==> config.mk <==
export PLATFORM = sky130hd
export DESIGN_NAME = tone_clk_divider
export DESIGN_NICKNAME = d
export VERILOG_FILES = /design/src/rtl/tone_pkg.sv /design/src/rtl/tone_clk_divider.sv
export SDC_FILE = /design/constraint.sdc
export NUM_CORES = 1
export LEC_CHECK = 0
export CORE_ASPECT_RATIO = 0.5
export CORE_UTILIZATION = 30
export DETAILED_ROUTE_END_ITERATION = 7
export PLACE_DENSITY = 0.56
export REMOVE_ABC_BUFFERS = 1
export SKIP_LAST_GASP = 1
export SLEW_MARGIN = 20
export SYNTH_ARGS = -nofsm -noshare
export SYNTH_HDL_FRONTEND = slang
export SYNTH_SLANG_ARGS = --single-unit
==> constraint.sdc <==
create_clock -name clk -period 3.9 [get_ports clk]
set_input_delay 0.585 -clock clk [delete_from_list [all_inputs] [get_ports clk]]
set_output_delay 0.585 -clock clk [all_outputs]
set_load 0.01 [all_outputs]
==> src/rtl/tone_pkg.sv <==
// rtl/tone_pkg.sv - shared constants and divisor coercion for the tone datapath
package tone_pkg;

    // Widest divisor the helper function handles; CNT_W must not exceed this.
    localparam int DIV_W = 32;

    localparam int CNT_W_DEFAULT = 28;
    localparam int DIV_DEFAULT   = 16;
    localparam int REST_DIV      = 0;

    // Board clock feeding the divider; note divisors below are derived from it.
    localparam int unsigned BOARD_CLK_HZ = 50_000_000;

    // Natural notes C4..B5, frequencies rounded to whole Hz.
    localparam int unsigned NOTE_C4 = BOARD_CLK_HZ / 262;
    localparam int unsigned NOTE_D4 = BOARD_CLK_HZ / 294;
    localparam int unsigned NOTE_E4 = BOARD_CLK_HZ / 330;
    localparam int unsigned NOTE_F4 = BOARD_CLK_HZ / 349;
    localparam int unsigned NOTE_G4 = BOARD_CLK_HZ / 392;
    localparam int unsigned NOTE_A4 = BOARD_CLK_HZ / 440;
    localparam int unsigned NOTE_B4 = BOARD_CLK_HZ / 494;
    localparam int unsigned NOTE_C5 = BOARD_CLK_HZ / 523;
    localparam int unsigned NOTE_D5 = BOARD_CLK_HZ / 587;
    localparam int unsigned NOTE_E5 = BOARD_CLK_HZ / 659;
    localparam int unsigned NOTE_F5 = BOARD_CLK_HZ / 698;
    localparam int unsigned NOTE_G5 = BOARD_CLK_HZ / 784;
    localparam int unsigned NOTE_A5 = BOARD_CLK_HZ / 880;
    localparam int unsigned NOTE_B5 = BOARD_CLK_HZ / 988;

    // A divisor of 1 cannot make a square wave, so it is promoted to 2.
    function automatic logic [DIV_W-1:0] coerce_div(input logic [DIV_W-1:0] x);
        if (x == DIV_W'(1)) begin
            return DIV_W'(2);
        end
        return x;
    endfunction

endpackage

==> src/rtl/tone_clk_divider.sv <==
// rtl/tone_clk_divider.sv - runtime-programmable square-wave divider with glitch-free divisor switch
module tone_clk_divider
    import tone_pkg::*;
#(
    parameter int CNT_W       = CNT_W_DEFAULT,
    parameter int DEFAULT_DIV = DIV_DEFAULT
) (
    input  logic             clk,
    input  logic             rst_n,
    input  logic             en_i,
    input  logic [CNT_W-1:0] div_i,
    input  logic             div_load_i,
    output logic             o_clk,
    output logic             period_tick_o,
    output logic             pending_o,
    output logic [CNT_W-1:0] active_div_o
);

    localparam logic [CNT_W-1:0] RESET_DIV = CNT_W'(coerce_div(DIV_W'(DEFAULT_DIV)));
    localparam logic [CNT_W-1:0] ONE       = CNT_W'(1);
    localparam logic [CNT_W-1:0] TWO       = CNT_W'(2);

    logic [CNT_W-1:0] cnt, cnt_next;
    logic [CNT_W-1:0] active_div, active_next;
    logic [CNT_W-1:0] shadow, shadow_next;
    logic             pending, pending_next;
    logic             o_clk_q, o_clk_next;
    logic             tick_q, tick_next;

    logic [CNT_W-1:0] load_val;
    logic             running;
    logic             wrap;
    logic             apply_now;
    logic             apply_load;
    logic             apply_shadow;

    assign load_val = CNT_W'(coerce_div(DIV_W'(div_i)));

    // Next-state: counter, divisor hand-over at period boundaries, output phase and tick.
    always_comb begin
        running      = en_i && (active_div >= TWO);
        // active_div - 1 only matters while running (active_div >= 2), so no underflow reaches state.
        wrap         = running && (cnt >= active_div - ONE);
        // Outside a running period (rest or disabled) there is no cycle to protect, so apply at once.
        apply_now    = !running || wrap;
        apply_load   = div_load_i && apply_now;
        apply_shadow = !div_load_i && pending && apply_now;

        active_next  = active_div;
        shadow_next  = shadow;
        pending_next = pending;
        if (div_load_i) begin
            shadow_next  = load_val;
            pending_next = !apply_now;
            if (apply_now) begin
                active_next = load_val;
            end
        end else if (apply_shadow) begin
            active_next  = shadow;
            pending_next = 1'b0;
        end

        cnt_next = cnt;
        if (!en_i) begin
            // Frozen while disabled, but a newly applied divisor restarts from a clean period.
            if (apply_load || apply_shadow) begin
                cnt_next = '0;
            end
        end else if (!running || wrap) begin
            cnt_next = '0;
        end else begin
            cnt_next = cnt + ONE;
        end

        o_clk_next = running && (cnt < (active_div >> 1));
        tick_next  = wrap;
    end

    // State register with asynchronous reset to the default divisor.
    always_ff @(posedge clk or negedge rst_n) begin
        if (!rst_n) begin
            cnt        <= '0;
            active_div <= RESET_DIV;
            shadow     <= '0;
            pending    <= 1'b0;
            o_clk_q    <= 1'b0;
            tick_q     <= 1'b0;
        end else begin
            cnt        <= cnt_next;
            active_div <= active_next;
            shadow     <= shadow_next;
            pending    <= pending_next;
            o_clk_q    <= o_clk_next;
            tick_q     <= tick_next;
        end
    end

    assign o_clk         = o_clk_q;
    assign period_tick_o = tick_q;
    assign pending_o     = pending;
    assign active_div_o  = active_div;

endmodule
==> impl_metrics.json <==
{
  "antenna_found_initial": 0,
  "crit_fanout": 7,
  "clock_skew_ns": 0.0110,
  "p_seq_share_pct": 37.4,
  "maxCapViolations": 0,
  "synthArstFlopShare_pct": 100,
  "tightest_slew_ns": 0.869,
  "dpl.hpwl_mm": 11.3,
  "post-route-min-period_ns": 4.04,
  "grt.overflow.total": 0,
  "outcome": "complete, but fails checks",
  "dr.first_iter.drc_count": 306,
  "final.setup.tns_ns": -3.15,
  "htreeDepth": 3,
  "timing.fmax_mhz": 247,
  "finalCoreUtilization_pct": 43.4,
  "crit_required_ns": 4.13,
  "place.gp.congestion": 0.798,
  "worstSetupEndpointType": "flop",
  "seq_area_frac_synth_pct": 38.5,
  "coreArea_um2": 18400,
  "cts_hold_buf": 0,
  "clockPowerShare_pct": 31.4,
  "ys_ff_latch": 87,
  "r2r-start": "active_div_o[9]$_DFFE_PN0P_",
  "startpoint_type": "flop",
  "final-seq-area_um2": 2180,
  "p_per_area_nw_per_um2": 365,
  "synth.avg_cell_area_um2": 10.2,
  "grt_pass1_vias": 4892,
  "grt_start_max_net_pins": 68,
  "synthesis.area_um2": 5660,
  "track_usage_pct": 17.4,
  "vias_per_cell": 4.94,
  "violations": "setup timing",
  "ys.flop_type": "dfrtp_1",
  "worstReg2RegEnd": "active_div_o[5]$_DFFE_PN0P_",
  "clock-sinks": 87,
  "drv_slew": 0,
  "cts_tree": "built",
  "worstSkewPairLatency_ns": 0.35,
  "fillers": 1732,
  "holdWs_ns": 0.329,
  "drc": 0,
  "die-area_um2": 19400,
  "p_leak_nw": 3.57,
  "die_height_um": 99.1,
  "final_nets": 774,
  "ff2ff_setup_slack_ns": -0.14,
  "grt_pass1_wl_mm": 26.5,
  "die_w_um": 196,
  "post-route-period-util_pct": 104,
  "post-place-ws_ns": -0.348,
  "vdd_drop_max_v": 0.000185,
  "most-common-layout-cells": "dfrtp_1 (86), clkdlybuf4s50_1 (61), ha_1 (57), buf_4 (54), inv_1 (34)",
  "ant_nets": 0,
  "ys_types": 61,
  "numCtsBuffers": 9,
  "antenna_cells": 0,
  "setup_viol_count_final": 29,
  "power_w": 0.00292,
  "netSwitchingPower_w": 0.000902,
  "critPathArrivalTime_ns": 4.27,
  "swShare_pct": 30.9,
  "root_buffer": "clkbuf_16",
  "drive_gt1_share_pct": 29.7,
  "start_util_pct": 30.7,
  "fin_ws_ns": -0.144,
  "clk_pin_slew_worst_paths_ns": 0.07,
  "holdCritPathClass": "in -> async",
  "finalHoldViolations": 0,
  "cts.path.max_buffers": 2,
  "ff2ff_path_depth": 16,
  "totalWireLength_mm": 15.8,
  "p_int_w": 0.00202,
  "vias": 4689,
  "drt_first_pass_iters": 4,
  "rsz0062_at_grt": "true",
  "power_frac_comb_pct": 31.2,
  "row_count": 35,
  "syn_inst": 552,
  "layout_commonest_cell": "dfrtp_1",
  "relSlewSlack_pct": 42.1,
  "multi_input_area_um2": 3720,
  "ys_warn_count": 0,
  "critical_path_class": "reg -> reg",
  "ioPinCount": 63,
  "syn2layout_area_growth_pct": 41.5,
  "wl_per_cell_um": 16.7,
  "synth_edf_count": 0,
  "io_buffers": 62
}
-- worst max-delay path by stage --
| stage | start | to | slack, ns | cells past startpoint |
|---|---|---|---|---|
| finish | active_div_o[9]$_DFFE_PN0P_ | active_div_o[5]$_DFFE_PN0P_ | -0.14 | 16 |
| global placement | active_div_o[0]$_DFFE_PN0P_ | active_div_o[20]$_DFFE_PN0P_ | -0.25 | 18 |
| global route | active_div_o[9]$_DFFE_PN0P_ | active_div_o[1]$_DFFE_PN0P_ | -0.36 | 16 |
| detailed placement | active_div_o[0]$_DFFE_PN0P_ | active_div_o[14]$_DFFE_PN0P_ | -0.35 | 18 |
| floorplan | active_div_o[0]$_DFFE_PN0P_ | cnt[1]$_DFFE_PN0P_ | -0.73 | 15 |
| CTS | active_div_o[3]$_DFFE_PN0P_ | active_div_o[2]$_DFFE_PN0P_ | -0.27 | 16 |
-- layer usage --
layer	routed length, µm	GRT usage, %	vias to the layer above	share of wire (%)
li1	-	-	2308	-
met1	7940	24.3	2299	50
met2	7170	28.0	68	45
met3	582	3.49	14	3.7
met4	145	3.79	0	0.92
met5	0	0	-	0
-- logic make-up after synthesis --
family,Yosys count,synth area share (%)
simple gates,178,17.4
flops,87,38.5
mux,58,11.5
xor+xnor,31,4.80
compound gates,93,11.7
buf+inv,48,3.52
fa+ha+maj,57,12.6
-- Yosys cell counts, drive strengths merged, types with 2 or more instances --
cell type | number | share of area [%]
dfrtp | 86 | 38
ha | 57 | 13
mux2 | 56 | 11
inv | 34 | 2.3
nor2 | 34 | 2.3
nand2 | 33 | 2.2
xnor2 | 29 | 4.5
nand3 | 20 | 1.9
nor4 | 20 | 2.7
a21o | 19 | 2.5
a21oi | 16 | 1.4
nand4 | 16 | 1.8
o21ai | 14 | 1.2
nor3 | 13 | 1.1
o31ai | 11 | 1.5
clkbuf | 8 | 0.55
nor4b | 7 | 1.2
or4 | 7 | 0.93
a211oi | 6 | 0.80
and3 | 6 | 0.66
buf | 6 | 0.71
nand2b | 5 | 0.55
a22o | 4 | 0.62
or2 | 4 | 0.44
or3 | 4 | 0.44
and4 | 3 | 0.46
o211ai | 3 | 0.40
o21a | 3 | 0.40
a21boi | 2 | 0.33
a31oi | 2 | 0.49
and2 | 2 | 0.22
mux2i | 2 | 0.35
xor2 | 2 | 0.31
-- power groups by stage --
stage / clock network, W / logic, W / registers (W)
final: 0.000917 / 0.000910 / 0.00109
after floorplan: 0 / 0.000348 / 0.00113
after detailed placement: 0 / 0.000794 / 0.00110
after CTS: 0.000936 / 0.000910 / 0.00109
after global placement: 0 / 0.000781 / 0.00110
after global routing: 0.000969 / 0.00100 / 0.00111
-- registers in the layout, indices dropped and copies added (netlist names) --
| signal | cells |
|---|---|
| active_div_o | 28 |
| cnt | 28 |
| shadow | 28 |
| o_clk | 1 |
| pending_o | 1 |
| period_tick_o | 1 |
-- critical path: stages (launching register included) --
cell,delay [ns]
dfrtp_1,0.38
or4_4,0.59
nor4_4,0.30
nand2_2,0.12
nor4_4,0.17
buf_6,0.16
nand3_4,0.07
xnor2_2,0.15
ha_1,0.31
nand4_1,0.17
nor4_4,0.31
o21ai_2,0.10
a31o_2,0.25
a31oi_4,0.23
buf_12,0.16
buf_16,0.14
mux2_4,0.30
-- through the flow --
step	cells	area, µm²
2_1_floorplan	538	5590
3_3_place_gp	914	6980
3_5_place_dp	914	6980
4_1_cts	952	7910
5_1_grt	949	8010
6_report	949	8010
-- repair_timing --
action | 4_1_cts | 5_1_grt
buffers inserted | 18 | 3
resized for setup | 79 | 39
pin swaps | 21 | 24
cloned | 6 | 0
setup endpoints to repair | 57 | 58
-- cell type report --
| cell class | instances | area share (%) |
|---|---|---|
| multi-input cells | 417 | 46.5 |
| flip-flops and latches | 87 | 27.2 |
| well taps | 259 | 4.05 |
| inverters | 34 | 1.59 |
| clock inverters | 6 | 0.938 |
| clock buffers | 10 | 2.98 |
| repair buffers | 136 | 16.7 |
Note: power is estimated with default switching activity, not from simulation.
